--- config.mk ---
export PLATFORM = sky130hd
export DESIGN_NAME = burst_scheduler
export DESIGN_NICKNAME = d
export VERILOG_FILES = /design/src/rtl/burst_scheduler.sv
export SDC_FILE = /design/constraint.sdc
export NUM_CORES = 1
export LEC_CHECK = 0
export CAP_MARGIN = 20
export CORE_AREA = 2 2 110 112
export CTS_CLUSTER_DIAMETER = 30
export DETAILED_ROUTE_END_ITERATION = 8
export DIE_AREA = 0 0 112 114
export DONT_BUFFER_PORTS = 1
export PLACE_DENSITY_LB_ADDON = 0.3
export SLEW_MARGIN = 5
export SYNTH_ARGS = -nofsm -noshare
export SYNTH_HDL_FRONTEND = slang
export SYNTH_SLANG_ARGS = --single-unit
--- constraint.sdc ---
create_clock -name clk -period 3.4 [get_ports clk]
set_input_delay 0.68 -clock clk [delete_from_list [all_inputs] [get_ports clk]]
set_output_delay 0.68 -clock clk [all_outputs]
set_load 0.1 [all_outputs]
--- src/rtl/burst_scheduler.sv ---
// Burst scheduler for a resonant driver.
// Runs the IDLE -> ARM -> BURST -> STOP -> COOLDOWN sequence and drops to FAULT on overcurrent.
// Build option: define OCD_LATCH_EN to hold FAULT until reset.
// Without OCD_LATCH_EN, FAULT releases after a hold time with ocd low.
module burst_scheduler #(
   parameter int CLK_MHZ          = 100,
   parameter int ON_TIME_MAX_US   = 200,
   parameter int MIN_OFF_US       = 1000,
   parameter int STOP_TIMEOUT_CYC = 64,
   parameter int FAULT_HOLD_US    = 50
) (
   input  logic clk,
   input  logic rst,
   input  logic trig,
   input  logic ocd,
   input  logic fb,
   output logic drv_en,
   output logic sel_rst,
   output logic busy,
   output logic fault,
   output logic trunc
);

   localparam int ON_CYC  = CLK_MHZ * ON_TIME_MAX_US;
   localparam int OFF_CYC = CLK_MHZ * MIN_OFF_US;

   // Each counter is just wide enough for its terminal value (cycles - 1).
   localparam int ON_W   = (ON_CYC > 1) ? $clog2(ON_CYC) : 1;
   localparam int OFF_W  = (OFF_CYC > 1) ? $clog2(OFF_CYC) : 1;
   localparam int STOP_W = (STOP_TIMEOUT_CYC > 1) ? $clog2(STOP_TIMEOUT_CYC) : 1;

   localparam logic [ON_W-1:0]   ON_LAST   = ON_W'(ON_CYC - 1);
   localparam logic [OFF_W-1:0]  OFF_LAST  = OFF_W'(OFF_CYC - 1);
   localparam logic [STOP_W-1:0] STOP_LAST = STOP_W'(STOP_TIMEOUT_CYC - 1);

`ifndef OCD_LATCH_EN
   localparam int HOLD_CYC = CLK_MHZ * FAULT_HOLD_US;
   localparam int HOLD_W   = (HOLD_CYC > 1) ? $clog2(HOLD_CYC) : 1;
   localparam logic [HOLD_W-1:0] HOLD_LAST = HOLD_W'(HOLD_CYC - 1);
   logic [HOLD_W-1:0] hold_cnt;
`endif

   typedef enum logic [2:0] {
      IDLE,
      ARM,
      BURST,
      STOP,
      COOLDOWN,
      FAULT
   } state_t;

   state_t            state;
   logic [ON_W-1:0]   on_cnt;
   logic [OFF_W-1:0]  off_cnt;
   logic [STOP_W-1:0] stop_cnt;

   // trig_lo remembers that trig was low last cycle. It clears on reset, so a
   // trig already high when reset ends cannot register as a rising edge.
   logic trig_lo;
   logic fb_q;
   logic trig_rise;
   logic fb_fall;

   assign trig_rise = trig & trig_lo;
   assign fb_fall   = fb_q & ~fb;

   // Sequencer: next state, counters and registered outputs in one place.
   always_ff @(posedge clk) begin
      if (rst) begin
         state    <= IDLE;
         trig_lo  <= 1'b0;
         fb_q     <= 1'b0;
         on_cnt   <= '0;
         off_cnt  <= '0;
         stop_cnt <= '0;
`ifndef OCD_LATCH_EN
         hold_cnt <= '0;
`endif
         drv_en   <= 1'b0;
         sel_rst  <= 1'b0;
         busy     <= 1'b0;
         fault    <= 1'b0;
         trunc    <= 1'b0;
      end else begin
         trig_lo <= ~trig;
         fb_q    <= fb;
         sel_rst <= 1'b0;
         trunc   <= 1'b0;
         if (ocd && state != FAULT) begin
            // Overcurrent wins over every other transition.
            state    <= FAULT;
            drv_en   <= 1'b0;
            busy     <= 1'b1;
            fault    <= 1'b1;
`ifndef OCD_LATCH_EN
            hold_cnt <= '0;
`endif
         end else begin
            case (state)
               IDLE: begin
                  if (trig_rise) begin
                     state   <= ARM;
                     sel_rst <= 1'b1;
                     busy    <= 1'b1;
                  end
               end
               ARM: begin
                  state  <= BURST;
                  drv_en <= 1'b1;
                  on_cnt <= '0;
               end
               BURST: begin
                  if (!trig || on_cnt == ON_LAST) begin
                     state    <= STOP;
                     stop_cnt <= '0;
                     trunc    <= (on_cnt == ON_LAST);
                  end else begin
                     on_cnt <= on_cnt + 1'b1;
                  end
               end
               STOP: begin
                  if (fb_fall || stop_cnt == STOP_LAST) begin
                     state   <= COOLDOWN;
                     drv_en  <= 1'b0;
                     off_cnt <= '0;
                  end else begin
                     stop_cnt <= stop_cnt + 1'b1;
                  end
               end
               COOLDOWN: begin
                  if (off_cnt == OFF_LAST) begin
                     state <= IDLE;
                     busy  <= 1'b0;
                  end else begin
                     off_cnt <= off_cnt + 1'b1;
                  end
               end
               FAULT: begin
`ifdef OCD_LATCH_EN
                  state <= FAULT;
`else
                  if (ocd) begin
                     hold_cnt <= '0;
                  end else if (hold_cnt == HOLD_LAST) begin
                     state   <= COOLDOWN;
                     fault   <= 1'b0;
                     off_cnt <= '0;
                  end else begin
                     hold_cnt <= hold_cnt + 1'b1;
                  end
`endif
               end
               default: begin
                  state  <= IDLE;
                  drv_en <= 1'b0;
                  busy   <= 1'b0;
                  fault  <= 1'b0;
               end
            endcase
         end
      end
   end

endmodule

# Word level (Yosys, flattened, before mapping)
# Index checks and enable logic that the tools add are counted.
# totals
ff_bits,61
in_bits,5
out_inout_bits,5
elab_cells,108
# op_classes
n_reduce_logical,23
add_sub_neg,4
muxes,31
n_eq_ne,28
bitwise,9
# ops
cell,n
$mux 17,4
$pmux 17 s3,1
$pmux 15 s2,1
$mux 13,2
$mux 3,7
$ne 3x3->1 const B,7
$ne 2x2->1 const B,10
$pmux 3 s6,1
$reduce_and 6->1,3
$add 17x1->17 const B,1
$eq 17x17->1 const B,1
$add 15x1->15 const B,1
$eq 15x15->1 const B,1
$mux 15,1
$add 13x1->13 const B,1
$eq 13x13->1 const B,1
$mux 6,2
$pmux 6 s2,1
$reduce_or 4->1,3
$reduce_and 3->1,3
$mux 1,8
$not 1->1,7
$add 6x1->6 const B,1
$eq 3x2->1 const B,2
other kinds (18),25

# Logic depth before layout (Yosys ltp)
# Gate-level depths: netlist of run 1.
# logic_depth
ltp_word,6
mapped_depth,8
ltp_nobuf,6

# Worst setup path before layout of run 1
# No wires, ideal clock.
# synth_path
kind,flip-flop to flip-flop
startpoint,reg hold_cnt[10]
endpoint,reg off_cnt[16]
stages_incl_launch_ff,7
period_less_slack_ps,2448
setup_slack_ps,952
setup_time_ps,70
t_required_ps,3330
t_arrival_ps,2379
path_cell_list,dfxtp_1 -> or4_4 -> o31a_1 -> or4_1 -> buf_2 -> or4_1 -> a21oi_1
# synth_between
elab_chain_len,3
# synth_lines
item,line,rtl
"start, declared",40,logic [HOLD_W-1:0] hold_cnt;
"start signal, assigned",149,hold_cnt <= hold_cnt + 1'b1;
$eq 13x13->1,144,end else if (hold_cnt == HOLD_LAST) begin
$ne 2x2->1 (no line),-,
$reduce_and 6->1 (no line),-,
"end signal, assigned",135,off_cnt <= off_cnt + 1'b1;
"end, declared",54,logic [OFF_W-1:0] off_cnt;
# Every way passes these cells.
# A chain may end at the register's enable or synchronous reset.

# Worst setup path in the final report of run 1
# layout_path
startpoint,reg hold_cnt[0]
endpoint,reg off_cnt[5]
# The elaborated chain is that of the path after synthesis.

==> flow_summary.html, run 1 <==
<table>
<tr><th>Metric</th><th>Value</th></tr>
<tr><th colspan="2">Synthesis</th></tr>
<tr><td>FF+latch count, synth</td><td>61</td></tr>
<tr><td>Most frequent cell after synthesis</td><td>dfxtp_1</td></tr>
<tr><td>Mean cell area of the mapped netlist</td><td>8.17 sq um</td></tr>
<tr><td>Post-synth EDFFs</td><td>0</td></tr>
<tr><td>Post-Synthesis Net Count</td><td>399</td></tr>
<tr><td>Post-Syn Instances</td><td>390</td></tr>
<tr><td>Leading post-synthesis cells by cell area</td><td>dfxtp_1 38%, a21oi_1 5.2%, xnor2_1 4.7%, nand2_1 3.8%, nor2_1 3.5%</td></tr>
<tr><td>Most used flip-flop cell after synthesis</td><td>dfxtp_1</td></tr>
<tr><td>Post-synth ARST share</td><td>0%</td></tr>
<tr><td>Post-synth design cell area</td><td>3190 sq um</td></tr>
<tr><td>Number of distinct library cells after synthesis</td><td>58</td></tr>
<tr><td>Most common library cells after synthesis</td><td>61 x dfxtp_1, 33 x a21oi_1, 32 x nand2_1</td></tr>
<tr><td>Warnings, synthesis</td><td>0</td></tr>
<tr><td>Share of the synthesized area in the top cell type</td><td>38.3%</td></tr>
<tr><td>Top cell type by total area after synthesis</td><td>dfxtp_1</td></tr>
<tr><td>Post-synthesis sequential area ratio</td><td>38.3%</td></tr>
<tr><th colspan="2">Placed design</th></tr>
<tr><td>Final weighted congestion of routability-driven global placement</td><td>0.752</td></tr>
<tr><td>Placed inst area</td><td>3320 sq um</td></tr>
<tr><td>Final HPWL from detailed placement</td><td>5260 um</td></tr>
<tr><td>Number of cells after detailed placement</td><td>522</td></tr>
<tr><td>IO buf count</td><td>0</td></tr>
<tr><th colspan="2">Timing</th></tr>
<tr><td>Total of endpoints with negative setup slack in the final report</td><td>0</td></tr>
<tr><td>Final Critical Period</td><td>2680 ps</td></tr>
<tr><td>Final setup TNS</td><td>0 ps</td></tr>
<tr><td>Hold Violations, Final</td><td>0</td></tr>
<tr><td>Achievable clock frequency</td><td>373 MHz</td></tr>
<tr><td>Clock Skews</td><td>5.79 ps</td></tr>
<tr><td>Share of the cycle needed by the critical path after routing</td><td>78.9%</td></tr>
<tr><td>Worst hold slack across all endpoints</td><td>410 ps</td></tr>
<tr><td>Max_slew headroom</td><td>29.2%</td></tr>
<tr><td>RSZ-0062 raised after global routing</td><td>no</td></tr>
<tr><td>Worst Tran Pin Value</td><td>1060 ps</td></tr>
<tr><td>Max Transition Viols Final</td><td>0</td></tr>
<tr><th colspan="2">Cells and area</th></tr>
<tr><td>Final instance area</td><td>3610 sq um</td></tr>
<tr><td>Final nets</td><td>395</td></tr>
<tr><td>Filler Cells Inserted</td><td>1263</td></tr>
<tr><td>Relative area change from synthesis to final layout</td><td>13.4%</td></tr>
<tr><td>Layout cells sized above 1</td><td>7.16%</td></tr>
<tr><td>Cell Count, Final, Fillers Out</td><td>538</td></tr>
<tr><td>Final design utilization</td><td>30.8%</td></tr>
<tr><td>Ant diodes</td><td>0</td></tr>
<tr><th colspan="2">Clock network</th></tr>
<tr><td>Buffers from clock root to sink, at most</td><td>2</td></tr>
<tr><td>TritonCTS clock tree</td><td>built</td></tr>
<tr><td>Clock sinks</td><td>61</td></tr>
<tr><td>Post-CTS Hold Buffers</td><td>0</td></tr>
<tr><td>Number of levels the H-tree was split into</td><td>3</td></tr>
<tr><td>Number of setup buffers added after CTS</td><td>0</td></tr>
<tr><td>Worst skew pair latency</td><td>330 ps</td></tr>
<tr><td>Root cell of the clock tree</td><td>clkbuf_16</td></tr>
<tr><td>Clock buffers created by TritonCTS</td><td>9</td></tr>
<tr><td>Clock transition at path regs</td><td>50 ps</td></tr>
<tr><td>Number of cells upsized or downsized after cts</td><td>0</td></tr>
<tr><th colspan="2">Critical path</th></tr>
<tr><td>Required @ worst endpoint</td><td>3660 ps</td></tr>
<tr><td>Kind of launch point of the worst setup path</td><td>register</td></tr>
<tr><td>Largest fanout of any net on the critical path</td><td>14</td></tr>
<tr><td>Critical path class</td><td>register to register</td></tr>
<tr><td>Crit end category</td><td>register</td></tr>
<tr><td>Worst Path Arrival</td><td>2950 ps</td></tr>
<tr><td>FF-to-FF path depth</td><td>6</td></tr>
<tr><th colspan="2">Floorplanning</th></tr>
<tr><td>I/O pin total</td><td>10</td></tr>
<tr><td>Vertical die dimension</td><td>114 um</td></tr>
<tr><td>Area enclosed by the die boundary</td><td>12800 sq um</td></tr>
<tr><td>Core region area</td><td>11700 sq um</td></tr>
<tr><td>Starting utilization of the core area</td><td>27.2%</td></tr>
<tr><td>Horizontal die dimension</td><td>112 um</td></tr>
<tr><td>Number of placement rows</td><td>40</td></tr>
<tr><th colspan="2">Power</th></tr>
<tr><td>Total power per unit cell area</td><td>496 nW/um^2</td></tr>
<tr><td>IR Drop Worst-Case VDD</td><td>204 uV</td></tr>
<tr><td>Leakage Power</td><td>1.09 nW</td></tr>
<tr><th colspan="2">Routing</th></tr>
<tr><td>Via-to-Cell Ratio</td><td>5.31</td></tr>
<tr><td>Post-DRT Antenna Nets</td><td>0</td></tr>
<tr><td>DRC</td><td>0</td></tr>
<tr><td>1st-iter DRT viols</td><td>168</td></tr>
<tr><td>Drt wl/cell</td><td>13.9 um</td></tr>
<tr><td>Detailed Route WL</td><td>7460 um</td></tr>
<tr><td>Number of detailed-route iterations in the first pass</td><td>4</td></tr>
<tr><td>Total via count in the routed design</td><td>2855</td></tr>
<tr><th colspan="2">GRT</th></tr>
<tr><td>Largest net degree at the start of global routing</td><td>30</td></tr>
<tr><td>Global-route total usage across every layer</td><td>12.7%</td></tr>
<tr><td>First-pass GRT wire length</td><td>13100 um</td></tr>
<tr><td>M3 GR Usage</td><td>3.35%</td></tr>
<tr><td>GR Util met2</td><td>19.9%</td></tr>
<tr><td>Busiest layer in global routing</td><td>met2</td></tr>
<tr><td>Met1 usage</td><td>16.0%</td></tr>
<tr><td>Global route overflow</td><td>0</td></tr>
<tr><td>Via count of the first global-routing pass</td><td>2688</td></tr>
<tr><td>Number of antenna violations at the first check in global routing</td><td>0</td></tr>
<tr><th colspan="2">Hold path</th></tr>
<tr><td>Cell count of the worst hold path</td><td>1</td></tr>
<tr><td>Worst min path class</td><td>input port to register</td></tr>
<tr><th colspan="2">Job</th></tr>
<tr><td>Max-cap viol count</td><td>0</td></tr>
<tr><th colspan="2">Run status</th></tr>
<tr><td>Run status</td><td>finished clean</td></tr>
</table>
## layer usage
metal / routed length (um) / up-vias
met5: 0 / -
met4: 178 / 0
met3: 235 / 12
met2: 3410 / 27
met1: 3640 / 1367
li1: - / 1449
## area by class of cell
cell class,count,area [sq um],area share (%)
sequential,61,1220,33.8
tap,147,184,5.09
clock buffer,12,246,6.83
inverter,9,33.8,0.936
timing repair buffer,6,45.0,1.25
clock inverter,4,47.5,1.32
multi-input combinational,299,1830,50.8
## logic make-up (layout without fill, tap and decap cells)
family	after synthesis	count (layout)	share of synthesized area [%]
and+or+nand+nor	180	180	32.0
AOI/OAI and AO/OA	96	96	18.7
DFF	61	61	38.3
buffers and inverters	30	31	4.12
xor gates and xnor gates	17	17	4.67
adders and majority gates	4	4	1.57
muxes	2	2	0.628
## final timing paths
kind / startpoint / endpoint / slack (ps)
max: hold_cnt[0] / off_cnt[5] / 720
min: trig / trig_lo / 410
max reg2reg: hold_cnt[0] / off_cnt[5] / 720
min reg2reg: off_cnt[16] / off_cnt[16] / 480
## state kept, by name, summed over array words and instances (netlist names)
name      flops
trunc         1
drv_en        1
state         3
on_cnt       15
fault         1
fb_q          1
busy          1
sel_rst       1
hold_cnt     13
off_cnt      17
stop_cnt      6
trig_lo       1
## through the flow
step / total power, mW / setup slack [ps]
detailed placement: 0.908 / 781
global route: 1.87 / 468
finish: 1.79 / 718
global placement: 0.905 / 882
CTS: 1.82 / 753
floorplan: 0.884 / 952
## where the power goes
part / leakage, nW / total (mW) / switching [mW] / internal, mW
Sequential: 0.493 / 0.775 / 0.0478 / 0.727
Clock: 0.143 / 0.899 / 0.315 / 0.584
Combinational: 0.458 / 0.118 / 0.0794 / 0.0384
Total: 1.09 / 1.79 / 0.442 / 1.35
## worst max-delay path, cell delays in order, from the launching register on
cell and delay, ps:
dfxtp_1 370, ha_1 280, nand4_1 210, o31ai_1 500, nand3_1 470, or4_1 630
a21oi_1 150
## cells in the final DEF (no fill, tap or decap), types with 2 or more instances in the layout
cell	instances
nor4bb_1	2
clkinv_2	2
ha_1	4
dfxtp_1	61
a21oi_1	33
clkbuf_16	9
a21o_1	3
mux2i_1	2
nand3b_1	2
a211oi_1	6
buf_4	6
o21a_1	2
and3b_1	3
nor2b_1	5
nand2b_1	4
o31ai_1	12
or3_1	11
inv_1	9
a31oi_1	5
xnor2_1	17
nand2_1	32
clkbuf_1	2
o21ai_0	22
or4_1	14
nor4_1	6
nor2_1	30
nor3_1	16
nand4_1	9
and3_1	5
and4_1	5
nor3b_1	3
nand3_1	21
(Power assumes the default switching activity.)
==> run 2: changes to the inputs <==
Clock period 3.4 ns to 2.15 ns, I/O delays scaled along.
==> run 2 against run 1 <==
The flow now finishes with violations (negative setup slack). Critical path depth decreased by 1. Non-clock buffer count rose by 56. First-iteration DRC count down 40%. Flip-flop and latch count did not move. Power grew 68%. Register-to-register slack lost 850 ps. Clock power grew 66%. Count of clock-buffer cells in the layout up 1. Clock skew is 1.1 ps lower. Critical path type unchanged.
==> flow_summary.html, run 2 (synthesis gave the netlist of run 1 again) <==
<table>
<tr><th>Metric</th><th>Value</th></tr>
<tr><th colspan="2">Cells and area</th></tr>
<tr><td>Largest register FFs</td><td>17 (unchanged)</td></tr>
<tr><td>Final nets</td><td>451 (+14%)</td></tr>
<tr><td>Leading cell type in the layout, fill and taps excluded</td><td>buf_4</td></tr>
<tr><td>Layout cells sized above 1</td><td>24.8% (+18 points)</td></tr>
<tr><td>Largest registers ranked by flip-flop count</td><td>off_cnt x17, on_cnt x15, hold_cnt x13</td></tr>
<tr><td>Ant diodes</td><td>0 (unchanged)</td></tr>
<tr><td>Highest-count cells in the layout ignoring fill and taps</td><td>59 x buf_4, 55 x dfxtp_1, 32 x nand2_1, 31 x a21oi_1, 30 x nor2_1</td></tr>
<tr><td>Largest register by flop count</td><td>off_cnt</td></tr>
<tr><td>Filler Cells Inserted</td><td>1208 (-4.4%)</td></tr>
<tr><td>Final instance area</td><td>4210 sq um (+17%)</td></tr>
<tr><td>Relative area change from synthesis to final layout</td><td>32.2%</td></tr>
<tr><th colspan="2">Timing</th></tr>
<tr><td>Max Transition Viols Final</td><td>0 (unchanged)</td></tr>
<tr><td>Clock Skews</td><td>4.69 ps (-1.10 ps)</td></tr>
<tr><td>Worst Tran Pin Value</td><td>516 ps (-544 ps)</td></tr>
<tr><td>Max_slew headroom</td><td>65.5% (+36 points)</td></tr>
<tr><td>RSZ-0062 raised after global routing</td><td>yes</td></tr>
<tr><td>Final Critical Period</td><td>2280 ps (-402 ps)</td></tr>
<tr><td>Hold Violations, Final</td><td>0 (unchanged)</td></tr>
<tr><td>Share of the cycle needed by the critical path after routing</td><td>106% (+27 points)</td></tr>
<tr><td>Smallest setup slack after layout</td><td>-130 ps (-848 ps)</td></tr>
<tr><td>Total of endpoints with negative setup slack in the final report</td><td>9 (+9)</td></tr>
<tr><td>Achievable clock frequency</td><td>439 MHz (+18%)</td></tr>
<tr><td>Final setup TNS</td><td>-651 ps (-651 ps)</td></tr>
<tr><th colspan="2">Run status</th></tr>
<tr><td>Failing checks</td><td>negative setup slack</td></tr>
<tr><td>Run status</td><td>finished, violations left</td></tr>
<tr><th colspan="2">Floorplanning</th></tr>
<tr><td>Horizontal die dimension</td><td>112 um (unchanged)</td></tr>
<tr><td>Number of placement rows</td><td>40 (unchanged)</td></tr>
<tr><td>Starting utilization of the core area</td><td>27.2% (unchanged)</td></tr>
<tr><td>Area enclosed by the die boundary</td><td>12800 sq um (unchanged)</td></tr>
<tr><td>Core region area</td><td>11700 sq um (unchanged)</td></tr>
<tr><td>Vertical die dimension</td><td>114 um (unchanged)</td></tr>
<tr><td>I/O pin total</td><td>10 (unchanged)</td></tr>
<tr><th colspan="2">Clock network</th></tr>
<tr><td>Buffers from clock root to sink, at most</td><td>2 (unchanged)</td></tr>
<tr><td>Worst skew pair latency</td><td>320 ps (about the same)</td></tr>
<tr><td>Clock sinks</td><td>61 (unchanged)</td></tr>
<tr><td>Root cell of the clock tree</td><td>clkbuf_16</td></tr>
<tr><td>Number of levels the H-tree was split into</td><td>3 (unchanged)</td></tr>
<tr><td>TritonCTS clock tree</td><td>built</td></tr>
<tr><td>Clock buffers created by TritonCTS</td><td>9 (unchanged)</td></tr>
<tr><td>Clock transition at path regs</td><td>50 ps (about the same)</td></tr>
<tr><th colspan="2">Routing</th></tr>
<tr><td>DRC</td><td>0 (unchanged)</td></tr>
<tr><td>Post-DRT Antenna Nets</td><td>0 (unchanged)</td></tr>
<tr><td>Number of detailed-route iterations in the first pass</td><td>4 (unchanged)</td></tr>
<tr><td>Total via count in the routed design</td><td>3063 (+7.3%)</td></tr>
<tr><td>Drt wl/cell</td><td>13.7 um (-1.1%)</td></tr>
<tr><td>1st-iter DRT viols</td><td>100 (-40%)</td></tr>
<tr><td>Via-to-Cell Ratio</td><td>5.16 (-2.8%)</td></tr>
<tr><td>Detailed Route WL</td><td>8150 um (+9.2%)</td></tr>
<tr><th colspan="2">Critical path</th></tr>
<tr><td>Launch instance of the worst register-to-register path</td><td>hold_cnt[5]</td></tr>
<tr><td>Critical path class</td><td>register to register</td></tr>
<tr><td>Largest fanout of any net on the critical path</td><td>6 (-8)</td></tr>
<tr><td>Required @ worst endpoint</td><td>2410 ps (-1250 ps)</td></tr>
<tr><td>Kind of launch point of the worst setup path</td><td>register</td></tr>
<tr><td>Worst Path Arrival</td><td>2540 ps (-410 ps)</td></tr>
<tr><td>Crit end category</td><td>register</td></tr>
<tr><td>Worst r2r dst</td><td>off_cnt[14]</td></tr>
<tr><td>Worst setup path endpoint</td><td>off_cnt[14]</td></tr>
<tr><td>Reg2reg setup slack</td><td>-130 ps (-850 ps)</td></tr>
<tr><td>FF-to-FF path depth</td><td>5 (-1)</td></tr>
<tr><td>Worst setup path start</td><td>hold_cnt[5]</td></tr>
<tr><th colspan="2">Power</th></tr>
<tr><td>Total power per unit cell area</td><td>713 nW/um^2 (+44%)</td></tr>
<tr><td>Leakage Power</td><td>1.43 nW (+31%)</td></tr>
<tr><td>Design Power</td><td>3.01 mW (+68%)</td></tr>
<tr><td>IR Drop Worst-Case VDD</td><td>402 uV (+97%)</td></tr>
<tr><th colspan="2">Hold path</th></tr>
<tr><td>Worst min path class</td><td>input port to register</td></tr>
<tr><td>Critical hold path startpoint</td><td>trig</td></tr>
<tr><th colspan="2">Placed design</th></tr>
<tr><td>Final weighted congestion of routability-driven global placement</td><td>0.790 (+5.1%)</td></tr>
<tr><td>Placed inst area</td><td>3690 sq um (+11%)</td></tr>
<tr><td>IO buf count</td><td>0 (unchanged)</td></tr>
<tr><td>Final HPWL from detailed placement</td><td>5690 um (+8.2%)</td></tr>
<tr><th colspan="2">GRT</th></tr>
<tr><td>Largest net degree at the start of global routing</td><td>29 (-3.3%)</td></tr>
<tr><td>First-pass GRT wire length</td><td>13700 um (+5.0%)</td></tr>
<tr><td>Via count of the first global-routing pass</td><td>2961 (+10%)</td></tr>
<tr><td>Global-route total usage across every layer</td><td>13.1% (+0.45 points)</td></tr>
<tr><td>Global route overflow</td><td>0 (unchanged)</td></tr>
<tr><td>Number of antenna violations at the first check in global routing</td><td>0 (unchanged)</td></tr>
<tr><th colspan="2">Job</th></tr>
<tr><td>Max-cap viol count</td><td>0 (unchanged)</td></tr>
</table>
run 2: cell types whose count changed in the layout (fill, tap and decap cells not counted), moves of 3 or more:
cell | before | now
o31ai_1 | 12 | 9
buf_4 | 6 | 59
or4_4 | 1 | 6
dfxtp_2 | 0 | 6
or4_1 | 14 | 9
dfxtp_1 | 61 | 55
run 2: how the worst min path moves through the flow:
stage	to	slack, ps	depth (start not counted)
4_1_cts	trig_lo	150	1
5_1_grt	stop_cnt[0]	160	1
3_5_place_dp	fault	470	2
6_report	trig_lo	170	1
2_1_floorplan	sel_rst	440	2
3_3_place_gp	fault	470	2
run 2: layout make-up:
class	count	area, sq um	area share [%]
inverter	9	33.8	0.802
clock buffer	13	270	6.42
timing repair buffer	62	485	11.5
multi-input combinational	299	1970	46.7
tap	147	184	4.37
clock inverter	3	42.5	1.01
sequential	61	1230	29.2
run 2: layer usage:
layer	global-route usage [%]	routed length, um
met5	0	0
met1	16.0	3720
met4	4.96	88
met3	2.82	197
met2	22.8	4140
run 2: where the power goes:
part | leakage (nW) | switching, mW | internal, mW
clock | 0.152 | 0.502 | 0.990
sequential | 0.496 | 0.0114 | 1.15
combinational | 0.784 | 0.221 | 0.132
total | 1.43 | 0.734 | 2.27
run 2: critical path: stages (launching register included):
cell,delay [ps]
dfxtp_1,310
or4_4,570
o31a_1,320
or4_4,460
or4_4,430
a21oi_2,130
run 2: through the flow:
stage / std cells / utilization [%] / hold slack, ps / worst slack, ps
6_report: 594 / 36.0 / 171 / -130
5_1_grt: 594 / 36.0 / 158 / -198
4_1_cts: 588 / 34.6 / 154 / -93.5
3_5_place_dp: 570 / 31.5 / 468 / -141
3_3_place_gp: 570 / 31.5 / 469 / -99.2
2_1_floorplan: 390 / - / 442 / -141
run 2: repair_timing:
action	CTS	global route
gates resized for setup	7	31
endpoints found under the hold margin	0	0
setup buffers	2	5
hold buffers	0	0
setup endpoints to repair	11	24
pin swaps	2	6
gates cloned	0	1
==> run 3: changes to the inputs <==
Settings changed: CORE_AREA 2 2 110 112 to 2 2 78 80, DIE_AREA 0 0 112 114 to 0 0 80 82, SKIP_CTS_REPAIR_TIMING set to 1.
==> run 3 against run 2 <==
The flow still finishes with violations (negative setup slack). Critical endpoint is now off_cnt[16]. Global-route usage grew 11 points. Final area shrank 7.8%. Worst hold slack got worse by 27 ps. Sequential share of layout area grew 2.3 points. Combinational power is 11% lower. Highest routed layer unchanged. Clock skew rose by 2.4 ps.
==> flow_summary.html, run 3 (synthesis gave the netlist of run 1 again) <==
<table>
<tr><th>Metric</th><th>Value</th></tr>
<tr><th colspan="2">Timing</th></tr>
<tr><td>Worst Tran Pin Value</td><td>457 ps (-59.5 ps)</td></tr>
<tr><td>Share of the cycle needed by the critical path after routing</td><td>107% (+0.71 points)</td></tr>
<tr><td>Clock Skews</td><td>7.09 ps (+2.40 ps)</td></tr>
<tr><td>RSZ-0062 raised after global routing</td><td>yes</td></tr>
<tr><td>Worst hold slack across all endpoints</td><td>144 ps (-27.1 ps)</td></tr>
<tr><td>Smallest setup slack after layout</td><td>-145 ps (-15.3 ps)</td></tr>
<tr><td>Final setup TNS</td><td>-513 ps (+138 ps)</td></tr>
<tr><td>Max Transition Viols Final</td><td>0 (unchanged)</td></tr>
<tr><td>Max_slew headroom</td><td>69.2% (+3.7 points)</td></tr>
<tr><td>Total of endpoints with negative setup slack in the final report</td><td>5 (-4)</td></tr>
<tr><td>Hold Violations, Final</td><td>0 (unchanged)</td></tr>
<tr><td>Final Critical Period</td><td>2300 ps (+15.3 ps)</td></tr>
<tr><td>Achievable clock frequency</td><td>436 MHz (-0.67%)</td></tr>
<tr><th colspan="2">Cells and area</th></tr>
<tr><td>Final instance area</td><td>3880 sq um (-7.8%)</td></tr>
<tr><td>Layout cells sized above 1</td><td>20.9% (-4.0 points)</td></tr>
<tr><td>Cell Count, Final, Fillers Out</td><td>511 (-14%)</td></tr>
<tr><td>Final design utilization</td><td>67.6% (+32 points)</td></tr>
<tr><td>Largest register FFs</td><td>17 (unchanged)</td></tr>
<tr><td>Filler Cells Inserted</td><td>497 (-59%)</td></tr>
<tr><td>Relative area change from synthesis to final layout</td><td>22.0%</td></tr>
<tr><td>Leading cell type in the layout, fill and taps excluded</td><td>dfxtp_1</td></tr>
<tr><td>Largest register by flop count</td><td>off_cnt</td></tr>
<tr><td>Ant diodes</td><td>0 (unchanged)</td></tr>
<tr><td>Largest registers ranked by flip-flop count</td><td>off_cnt x17, on_cnt x15, hold_cnt x13</td></tr>
<tr><td>Highest-count cells in the layout ignoring fill and taps</td><td>60 x dfxtp_1, 50 x buf_4, 32 x nand2_1, 30 x nor2_1, 29 x a21oi_1</td></tr>
<tr><td>Final nets</td><td>440 (-2.4%)</td></tr>
<tr><th colspan="2">Run status</th></tr>
<tr><td>Failing checks</td><td>negative setup slack</td></tr>
<tr><td>Run status</td><td>finished, violations left</td></tr>
<tr><th colspan="2">Clock network</th></tr>
<tr><td>Clock transition at path regs</td><td>70 ps (+20 ps)</td></tr>
<tr><td>TritonCTS clock tree</td><td>built</td></tr>
<tr><td>Clock buffers created by TritonCTS</td><td>9 (unchanged)</td></tr>
<tr><td>Root cell of the clock tree</td><td>clkbuf_8</td></tr>
<tr><td>Number of levels the H-tree was split into</td><td>3 (unchanged)</td></tr>
<tr><td>Buffers from clock root to sink, at most</td><td>2 (unchanged)</td></tr>
<tr><td>Clock sinks</td><td>61 (unchanged)</td></tr>
<tr><td>Worst skew pair latency</td><td>350 ps (+30 ps)</td></tr>
<tr><th colspan="2">Floorplanning</th></tr>
<tr><td>Area enclosed by the die boundary</td><td>6560 sq um (-49%)</td></tr>
<tr><td>Starting utilization of the core area</td><td>55.4% (+28 points)</td></tr>
<tr><td>Vertical die dimension</td><td>82 um (-28%)</td></tr>
<tr><td>Core region area</td><td>5750 sq um (-51%)</td></tr>
<tr><td>Horizontal die dimension</td><td>80 um (-29%)</td></tr>
<tr><td>Number of placement rows</td><td>28 (-30%)</td></tr>
<tr><td>I/O pin total</td><td>10 (unchanged)</td></tr>
<tr><th colspan="2">Routing</th></tr>
<tr><td>Post-DRT Antenna Nets</td><td>0 (unchanged)</td></tr>
<tr><td>Number of detailed-route iterations in the first pass</td><td>5 (+1)</td></tr>
<tr><td>Detailed Route WL</td><td>7680 um (-5.8%)</td></tr>
<tr><td>Drt wl/cell</td><td>15.0 um (+9.5%)</td></tr>
<tr><td>DRC</td><td>0 (unchanged)</td></tr>
<tr><td>Via-to-Cell Ratio</td><td>6.11 (+19%)</td></tr>
<tr><td>Total via count in the routed design</td><td>3123 (+2.0%)</td></tr>
<tr><td>1st-iter DRT viols</td><td>141 (+41%)</td></tr>
<tr><th colspan="2">Power</th></tr>
<tr><td>Design Power</td><td>2.56 mW (-15%)</td></tr>
<tr><td>Net switching power figure</td><td>664 uW (-9.6%)</td></tr>
<tr><td>Leakage Power</td><td>1.33 nW (-7.2%)</td></tr>
<tr><td>IR Drop Worst-Case VDD</td><td>441 uV (+9.5%)</td></tr>
<tr><td>Fraction of power consumed by the clock network</td><td>42.5% (-7.1 points)</td></tr>
<tr><td>Total power per unit cell area</td><td>660 nW/um^2 (-7.5%)</td></tr>
<tr><td>Part of the total power dissipated in combinational logic</td><td>12.2% (+0.5 points)</td></tr>
<tr><td>Part of the power in registers</td><td>45.3% (+6.7 points)</td></tr>
<tr><td>Switching share of total power</td><td>25.9% (+1.5 points)</td></tr>
<tr><td>Internal power contribution</td><td>1.90 mW (-16%)</td></tr>
<tr><th colspan="2">Job</th></tr>
<tr><td>Max-cap viol count</td><td>0 (unchanged)</td></tr>
<tr><th colspan="2">Critical path</th></tr>
<tr><td>Kind of launch point of the worst setup path</td><td>register</td></tr>
<tr><td>Critical path class</td><td>register to register</td></tr>
<tr><td>Crit end category</td><td>register</td></tr>
<tr><td>Worst Path Arrival</td><td>2580 ps (+40 ps)</td></tr>
<tr><td>Cells along the critical path</td><td>or4_4 &gt; o31a_1 &gt; or4_4 &gt; or4_4 &gt; a21oi_2</td></tr>
<tr><td>Critical path's largest stage delay</td><td>570 ps (about the same)</td></tr>
<tr><td>FF-to-FF path depth</td><td>5 (unchanged)</td></tr>
<tr><td>Worst-path cell with the longest stage delay</td><td>or4_4</td></tr>
<tr><td>Largest fanout of any net on the critical path</td><td>6 (unchanged)</td></tr>
<tr><td>Cell mode on critical path</td><td>or4_4</td></tr>
<tr><td>Reg2reg setup slack</td><td>-150 ps (-20 ps)</td></tr>
<tr><td>Required @ worst endpoint</td><td>2430 ps (+20 ps)</td></tr>
<tr><th colspan="2">GRT</th></tr>
<tr><td>Global-route total usage across every layer</td><td>24.4% (+11 points)</td></tr>
<tr><td>Number of antenna violations at the first check in global routing</td><td>0 (unchanged)</td></tr>
<tr><td>Via count of the first global-routing pass</td><td>2863 (-3.3%)</td></tr>
<tr><td>Largest net degree at the start of global routing</td><td>30 (+3.4%)</td></tr>
<tr><td>First-pass GRT wire length</td><td>12600 um (-8.5%)</td></tr>
<tr><td>Global route overflow</td><td>0 (unchanged)</td></tr>
<tr><th colspan="2">Hold path</th></tr>
<tr><td>Cell count of the worst hold path</td><td>1 (unchanged)</td></tr>
<tr><td>Worst min path class</td><td>input port to register</td></tr>
<tr><th colspan="2">Placed design</th></tr>
<tr><td>Final HPWL from detailed placement</td><td>5440 um (-4.5%)</td></tr>
<tr><td>Final weighted congestion of routability-driven global placement</td><td>0.862 (+9.2%)</td></tr>
<tr><td>Worst slack, placed</td><td>-136 ps (+4.46 ps)</td></tr>
<tr><td>Placed inst area</td><td>3570 sq um (-3.3%)</td></tr>
<tr><td>Number of cells after detailed placement</td><td>494 (-13%)</td></tr>
<tr><td>IO buf count</td><td>0 (unchanged)</td></tr>
</table>
[run 3: cell count changes in the layout (fill, tap and decap cells not counted), sizes merged]
cell      delta
clkinvlp     -1
buf         -11
clkbuf       -2
bufinv       +1
clkinv       +2
[run 3: area by class of cell]
type / instances / area (sq um) / area share (%)
clock buffer: 11 / 131 / 3.38
timing repair buffer: 51 / 395 / 10.2
inverter: 9 / 33.8 / 0.870
clock inverter: 5 / 75.1 / 1.93
sequential: 61 / 1220 / 31.5
multi-input combinational: 299 / 1930 / 49.8
tap: 75 / 93.8 / 2.42
[run 3: critical path: cells and delay by family, from the launching register on]
| kind | cells | cell delay, ps |
|---|---|---|
| AND/OR/NAND/NOR | 3 | 1460 |
| flip-flops | 1 | 310 |
| AO/OA/AOI/OAI | 2 | 460 |
[run 3: metal layers]
metal / vias to the layer above / track usage, % / routed length (um)
met5: - / 0 / 0
met2: 56 / 41.3 / 3800
met1: 1506 / 29.3 / 3470
met3: 17 / 5.49 / 260
li1: 1544 / - / -
met4: 0 / 11.7 / 151
[run 3: power groups by stage]
stage | Sequential (mW) | Clock (mW) | Combinational (mW)
floorplan | 1.23 | 0 | 0.170
global placement | 1.18 | 0 | 0.289
detailed placement | 1.19 | 0 | 0.295
CTS | 1.16 | 1.10 | 0.297
global route | 1.16 | 1.15 | 0.338
finish | 1.16 | 1.09 | 0.313
[run 3: final timing paths]
check | to | from
max | off_cnt[16] | hold_cnt[10]
min | trig_lo | trig
min reg2reg | stop_cnt[1] | stop_cnt[1]
max reg2reg | off_cnt[16] | hold_cnt[10]
